`src/rtl/regfile_fwd.sv`:
```
// Decode-stage register file: byte-enable writeback, per-byte multi-stage forwarding,
// and a pending-write scoreboard for multi-cycle producers, with per-port stall requests.
module regfile_fwd #(
    parameter int NRD  = 2,
    parameter int NFWD = 2,
    parameter int DW   = 32,
    parameter int NREG = 32,
    localparam int NB  = DW / 8,
    localparam int AW  = $clog2(NREG)
) (
    input  logic              clk,
    input  logic              rst,
    input  logic [NRD-1:0]    re,
    input  logic [NRD*AW-1:0] raddr,
    output logic [NRD*DW-1:0] rdata,
    input  logic [NB-1:0]     we,
    input  logic [AW-1:0]     waddr,
    input  logic [DW-1:0]     wdata,
    input  logic [NFWD*NB-1:0] fwd_we,
    input  logic [NFWD*AW-1:0] fwd_addr,
    input  logic [NFWD*DW-1:0] fwd_data,
    input  logic [NFWD-1:0]   fwd_rdy,
    input  logic              sb_set,
    input  logic [AW-1:0]     sb_set_addr,
    input  logic              sb_clr,
    input  logic [AW-1:0]     sb_clr_addr,
    input  logic              flush,
    output logic [NRD-1:0]    hazard,
    output logic [NFWD-1:0]   hazard_stage,
    output logic              hazard_sb,
    output logic [AW:0]       sb_count
);

    logic [DW-1:0]   mem [NREG];
    logic [NREG-1:0] pend;
    logic            set_new;
    logic            clr_old;

    // Register array; address 0 is never written so it always reads zero.
    always_ff @(posedge clk or posedge rst) begin
        if (rst) begin
            for (int i = 0; i < NREG; i++) mem[i] <= '0;
        end else if (waddr != '0) begin
            for (int b = 0; b < NB; b++)
                if (we[b]) mem[waddr][b*8 +: 8] <= wdata[b*8 +: 8];
        end
    end

    // A same-register set and clear leaves the bit pending, so the clear is dropped.
    always_comb begin
        set_new = sb_set && (sb_set_addr != '0) && !pend[sb_set_addr];
        clr_old = sb_clr && pend[sb_clr_addr] &&
                  !(sb_set && (sb_set_addr == sb_clr_addr));
    end

    always_ff @(posedge clk or posedge rst) begin
        if (rst) begin
            pend     <= '0;
            sb_count <= '0;
        end else if (flush) begin
            pend     <= '0;
            sb_count <= '0;
        end else begin
            if (clr_old) pend[sb_clr_addr] <= 1'b0;
            if (set_new) pend[sb_set_addr] <= 1'b1;
            sb_count <= sb_count + (AW+1)'(set_new) - (AW+1)'(clr_old);
        end
    end

    // Per-lane resolution: array, then WB, then stages oldest to youngest so the youngest wins.
    always_comb begin : resolve
        logic [AW-1:0] a;
        logic [7:0]    lane;
        logic          wb_hit;
        rdata        = '0;
        hazard       = '0;
        hazard_stage = '0;
        hazard_sb    = 1'b0;
        a            = '0;
        lane         = '0;
        wb_hit       = 1'b0;
        for (int p = 0; p < NRD; p++) begin
            a = raddr[p*AW +: AW];
            if (re[p] && (a != '0)) begin
                for (int b = 0; b < NB; b++) begin
                    lane = mem[a][b*8 +: 8];
                    if (we[b] && (waddr == a)) lane = wdata[b*8 +: 8];
                    for (int s = NFWD - 1; s >= 0; s--)
                        if (fwd_we[s*NB + b] && (fwd_addr[s*AW +: AW] == a))
                            lane = fwd_data[s*DW + b*8 +: 8];
                    rdata[p*DW + b*8 +: 8] = lane;
                end
                for (int s = 0; s < NFWD; s++) begin
                    if ((fwd_addr[s*AW +: AW] == a) && (|fwd_we[s*NB +: NB]) && !fwd_rdy[s]) begin
                        hazard[p]       = 1'b1;
                        hazard_stage[s] = 1'b1;
                    end
                end
                wb_hit = sb_clr && (sb_clr_addr == a) && (waddr == a) && (|we);
                if (pend[a] && !wb_hit) begin
                    hazard[p] = 1'b1;
                    hazard_sb = 1'b1;
                end
            end
        end
    end

endmodule
```
`config.mk`:
```
export PLATFORM = sky130hd
export DESIGN_NAME = regfile_fwd
export DESIGN_NICKNAME = d
export VERILOG_FILES = /design/src/rtl/regfile_fwd.sv
export SDC_FILE = /design/constraint.sdc
export NUM_CORES = 2
export LEC_CHECK = 0
export BUFFER_PORTS_ARGS = -buffer_cell sky130_fd_sc_hd__buf_2
export CAP_MARGIN = 20
export CORE_MARGIN = 8
export CORE_UTILIZATION = 25
export CTS_BUF_LIST = sky130_fd_sc_hd__clkbuf_4
export DETAILED_ROUTE_END_ITERATION = 8
export SYNTH_ARGS = -nofsm -noshare
export SYNTH_HDL_FRONTEND = slang
export SYNTH_SLANG_ARGS = --single-unit
```
`constraint.sdc`:
```
create_clock -name clk -period 94.6 [get_ports clk]
set_input_delay 0 -clock clk [delete_from_list [all_inputs] [get_ports clk]]
set_output_delay 0 -clock clk [all_outputs]
set_load 0.01 [all_outputs]
```
Word-level counts from Yosys, hierarchy flattened
Index checks and enable logic that the tools add are counted.
{"block": "op_classes", "bitwise_logic": 6, "eq_ne": 9, "addsub": 2, "n_reduce_logical": 63, "n_mux": 85, "n_lt_le_gt_ge": 10}
{"operator": "2-to-1 mux 1024 bit", "n": 7}
{"operator": "bitwise mux 1024 bit", "n": 4}
{"operator": "demux 32 bit (select 5 bit)", "n": 4}
{"operator": "2-to-1 mux 32 bit", "n": 11}
{"operator": "binary-select mux 32 bit (select 5 bit)", "n": 2}
{"operator": "2-to-1 mux 8 bit", "n": 25}
{"operator": "logical AND 1 bit", "n": 50}
{"operator": "== test 5 bit", "n": 9}
{"operator": "bitwise AND 32 bit", "n": 1}
{"operator": "inverter 32 bit", "n": 1}
{"operator": "bitwise OR 32 bit", "n": 1}
{"operator": "less-than comparator 5 x 6 -> 1 bit (second input constant)", "n": 4}
{"operator": "2-to-1 mux 24 bit", "n": 1}
{"operator": "2-to-1 mux 1 bit", "n": 21}
{"operator": "binary-select mux 1 bit (select 5 bit)", "n": 4}
{"operator": "nonzero test 5 bit", "n": 4}
{"operator": ">= comparator 6 bit (second input constant)", "n": 3}
{"operator": "inverter 5 -> 6 bit", "n": 3}
{"operator": "2-to-1 mux 16 bit", "n": 1}
{"operator": "OR reduction 4 bit", "n": 3}
{"operator": "demux 1 bit (select 5 bit)", "n": 2}
{"operator": ">= comparator 5 x 1 -> 1 bit (second input constant)", "n": 2}
{"operator": "adder 6 x 1 -> 6 bit", "n": 1}
{"operator": "logical NOT 1 bit", "n": 6}
{"operator": "4 further kinds", "n": 5}
{"block": "totals", "in_bits": 152, "output_inout_bits": 75, "ff_bits": 1062, "word_cells": 209}

Depth between registers and ports, before layout
{"block": "logic_depth", "depth_word": 16, "ltp_mapped": 17, "depth_no_buf": 14}

Least setup slack after synthesis
Ideal clock, no wire load.
{"block": "synth_path", "path_kind": "in2reg", "startpoint": "in sb_set_addr[0]", "endpoint": "reg sb_count[4]", "n_path_buf": 2, "required_ns": 94.468, "stages": 15, "arrival_time_ns": 3.056, "setup_time_ns": 0.132, "path_slack_ns": 91.412, "cell_sequence": "clkbuf_1 > clkbuf_1 > mux4_2 > mux2_2 > a21oi_1 > o211ai_1 > ha_1 > inv_1 > ha_1 > fa_1 > a21oi_1 > nor2_1 > nor2_1 > xor2_1 > nor2_1"}
{"block": "synth_between", "elab_chain_len": 7, "elab_cells_between_ends": 13, "cone_classes": "2 x add/sub; 1 x eq/ne; 3 x mux; 7 x reduce/logical"}
{"item": "start: declaration", "line_no": "24", "text": "input logic [AW-1:0] sb_set_addr,"}
{"item": "binary-select mux 1 bit (select 5 bit)", "line_no": "51", "text": "set_new = sb_set && (sb_set_addr != '0) && !pend[sb_set_addr];"}
{"item": "2-to-1 mux 1 bit (not written as such)", "line_no": "51"}
{"item": "logical NOT 1 bit", "line_no": "51"}
{"item": "logical AND 1 bit", "line_no": "51"}
{"item": "adder 6 x 1 -> 6 bit", "line_no": "66", "text": "sb_count <= sb_count + (AW+1)'(set_new) - (AW+1)'(clr_old);"}
{"item": "subtractor 6 x 1 -> 6 bit (*)", "line_no": "66"}
{"item": "2-to-1 mux 6 bit (*)", "line_no": "60", "text": "end else if (flush) begin"}
{"item": "end signal: assignment", "line_no": "66"}
{"item": "end: declaration", "line_no": "31", "text": "output logic [AW:0] sb_count"}
Every way passes the cells marked *; elsewhere a longest branch is shown, timed or not. The select of a mux whose other input is x is not followed.
A chain may end at the register's enable or synchronous reset.

Worst setup path after layout
{"block": "layout_path", "startpoint": "in sb_set_addr[1]", "endpoint": "reg sb_count[5]"}
Same word-level chain as after synthesis.

==> impl_results.md <==
- CP Class: in -> reg
- Final setup fails: 0
- Boundary Pins: 227
- Mapped Cells: 4449
- Synth cell types: 75
- Die X: 509 um
- GR Util met3: 5.90%
- Die area: 0.259 mm^2
- Routed wire length: 237 mm
- Register area share after synthesis: 43.7%
- Post-route ant nets: 0
- Busiest grt layer: met2
- Slew margin rel.: 13.8%
- Post-Synth Simple-Gate Area: 4.10%
- IO buf count: 226
- Wire length per cell: 28.8 um
- Skew final: 0.111 ns
- CP Data Required Time: 95.79 ns
- Crit. Startpoint: sb_set_addr[1]
- Final period util: 5.10%
- Overflow after GRT: 0
- M2 GR Usage: 27.2%
- Power Density: 19.0 mW/mm^2
- Synth Cell Area: 0.0608 mm^2
- Worst vdd ir: 0.0000129 V
- CTS tree: done
- Share of synthesized cell area in full adder, half adder and majority cells: 0.156%
- Critical Path Sink Type: flip-flop
- R2R cell count: 16
- Routed via count: 45300
- CORE AREA: 0.243 mm^2
- Initial antenna violation count: 60
- Post-Syn Nets: 4608
- Min cycle time layout: 4.82 ns
- Synth Area in Compound Gates: 7.18%
- Synth top area share: 43.7%
- Max Fclk: 207 MHz
- Crit path DAT: 6.01 ns
- Layout filler cell count: 24500
- Post-Synth XOR/XNOR Area: 0.721%
- Clock slew at reported path FFs: 0.07 ns
- Placed Instances: 7546
- Crit path max fanout: 13
- Worst hold path stage count: 3
- Worst skew pair latency: 1.30 ns
- Final hold violations: 0
- Non-filler instance count after layout: 8213
- RSZ-0062 raised after global routing: false
- First-pass GRT wire length: 339 mm
- Startpoint types: primary input
- Synthesis-to-finish area growth: 15.2%
- Vias in the first global route: 46300
- Slew Viols, Final: 0
- EDFF count, synth: 0
- GRT met1 Usage: 21.8%
- Largest family of logic cells by synthesized area: multiplexers
- Post-DP HPWL: 156 mm
- FF-to-FF setup slack: 89.81 ns
- Worst Tran Pin Value: 1.29 ns
- P_leak: 29.9 nW
- Status: finished, final reports clean
- Most used DFF post-synth: dfrtp_1
- Max Cap Viol: 0
- Share of layout cells above drive strength 1: 48.4%
- Total GRT Usage: 17.7%
- CTS max path bufs: 4
- Sinks on Clock Net: 1062
- Clock root buffer master: clkbuf_4
- H-tree level count: 5
- Routed vias/inst: 5.52
- 1st-pass router iterations: 6
- Number of gates resized after cts: 0
- Die Height: 509 um
- Area leader, netlist: dfrtp_1
- Total power: 0.00133 W
- Hold EP: mem[408]$_DFFE_PP0P_
- Flops & latches, synth: 1062
- Leading post-synthesis cells by cell area: dfrtp_1, mux2_2, mux4_2, mux2i_1, clkbuf_1
- Initial core utilization: 25.1%
- Avg Inst Size Synth: 13.7 um^2
- FF-to-FF Start: pend[15]$_DFF_PP0_
- Hold_sp: wdata[24]
- CTS Buf Count: 313
- Worst R2R End: sb_count[5]$_DFF_PP0_
- Min-Delay Path Class: in -> reg
- Async SR Flop Fraction: 100%
- Largest net degree at the start of global routing: 166
- FP Rows: 181
- DRC: 0
- Gpl congestion: 0.907
- Post-synthesis mux area share: 40.7%
- Post-layout net count: 4965
- DRT iter0 DRCs: 5182
- Setup TNS: 0 ns
- YS warnings: 0
[report_power, final]
part	switching [W]	internal, W
Combinational	0.000144	0.000167
Sequential	0.0000606	0.000539
Clock	0.000203	0.000215
Total	0.000408	0.000920
[per-layer routing]
layer / part of all wire [%] / vias to the layer above
li1: - / 18300
met1: 38 / 23700
met2: 45 / 2644
met3: 10 / 686
met4: 6.5 / 16
met5: 0.044 / -
[worst max-delay path, stage by stage]
cell and delay (ns):
dlygate4sd3_1 0.55, buf_2 0.35, dlygate4sd3_1 0.82, nand2b_1 0.30, o21ai_0 0.29, o21ai_0 0.12, a21boi_0 0.29, o211ai_1 0.15
dlygate4sd3_1 0.59, ha_1 0.19, dlygate4sd3_1 0.55, inv_1 0.10, ha_1 0.24, a21o_1 0.15, a21oi_1 0.24, o21bai_1 0.11
a21oi_1 0.21, xnor2_1 0.14, nor2_1 0.05, dlygate4sd3_1 0.57
[through the flow]
stage	setup slack, ns	hold slack, ns	cell area, um^2	util, %
CTS	89.82	0.000710	69800	28.8
global route	89.57	0.0182	70000	28.8
floorplan	64.71	0.0544	60800	-
global placement	90.23	0.260	64800	26.7
finish	89.78	0.0711	70000	28.9
detailed placement	90.28	0.266	64800	26.7
[layout make-up]
class | count | area (um^2) | area share [%]
diodes | 34 | 85.1 | 0.122
well taps | 3202 | 4010 | 5.72
multi-input cells | 2948 | 32200 | 46.1
inverters | 20 | 82.6 | 0.118
flip-flops and latches | 1062 | 26600 | 38.0
clock buffers | 436 | 3270 | 4.67
clock inverters | 50 | 244 | 0.348
repair buffers | 461 | 3500 | 5.00
[synthesized netlist by cell type, drive strengths merged, types with 7 or more instances]
| cell | count |
|---|---|
| inv | 20 |
| nand2b | 11 |
| mux4 | 435 |
| a221o | 7 |
| a211o | 23 |
| clkbuf | 249 |
| a31oi | 7 |
| a221oi | 97 |
| o2111ai | 9 |
| o21ai | 110 |
| and2 | 12 |
| dfrtp | 1062 |
| nand3b | 9 |
| nor4 | 17 |
| or3b | 8 |
| o221ai | 76 |
| xor2 | 30 |
| mux2i | 286 |
| and3 | 21 |
| nor3 | 32 |
| o211ai | 13 |
| o22ai | 70 |
| o31ai | 8 |
| xnor2 | 20 |
| a21oi | 105 |
| mux2 | 1074 |
| nor2 | 89 |
| nand4 | 9 |
| a22oi | 14 |
| nand3 | 34 |
| a211oi | 31 |
| buf | 170 |
| nor2b | 12 |
| nand2 | 188 |
| or3 | 21 |
[state kept, by name, summed over array words and instances, names as in the netlist]
name      cells
mem        1024
sb_count      6
pend         32
[kinds of logic after synthesis]
logic type / Yosys count
buffers and inverters: 439
muxes: 1795
adders and majority gates: 7
xor gates and xnor gates: 50
DFF: 1062
and+or+nand+nor: 477
AOI/OAI and AO/OA: 619
[placed cells by master, fill, tap and decap left out, types with 11 or more instances in the layout]
| cell type | count |
|---|---|
| mux2_2 | 1074 |
| dfrtp_1 | 1062 |
| clkbuf_4 | 436 |
| mux4_2 | 435 |
| mux2i_1 | 286 |
| buf_2 | 216 |
| dlygate4sd3_1 | 135 |
| o21ai_0 | 109 |
| nand2_1 | 108 |
| a21oi_1 | 105 |
| a221oi_1 | 97 |
| buf_4 | 88 |
| nor2_1 | 80 |
| nand2_2 | 80 |
| o221ai_1 | 76 |
| o22ai_1 | 68 |
| clkinv_1 | 39 |
| diode_2 | 34 |
| nand3_1 | 33 |
| xor2_1 | 30 |
| a211oi_1 | 30 |
| nor3_1 | 23 |
| a211o_1 | 23 |
| and3_1 | 21 |
| xnor2_1 | 20 |
| or3_1 | 19 |
| inv_1 | 18 |
| nor4_1 | 16 |
| a22oi_1 | 14 |
| o211ai_1 | 13 |
| nand2b_1 | 11 |
| buf_12 | 11 |
[how the worst max path moves through the flow]
stage	to	slack (ns)	cells after the start
final	sb_count[5]$_DFF_PP0_	89.78	20
after global routing	sb_count[5]$_DFF_PP0_	89.57	16
after CTS	sb_count[5]$_DFF_PP0_	89.82	16
after detailed placement	rdata[46]	90.28	8
after global placement	rdata[32]	90.23	10
after floorplan	mem[0]$_DFFE_PP0P_	64.71	1
[what timing repair did]
action	4_1_cts	5_1_grt
hold endpoints to repair	1377	0
hold buffers	143	0
setup buffers	0	0
Note: power is estimated with default switching activity, not from simulation.
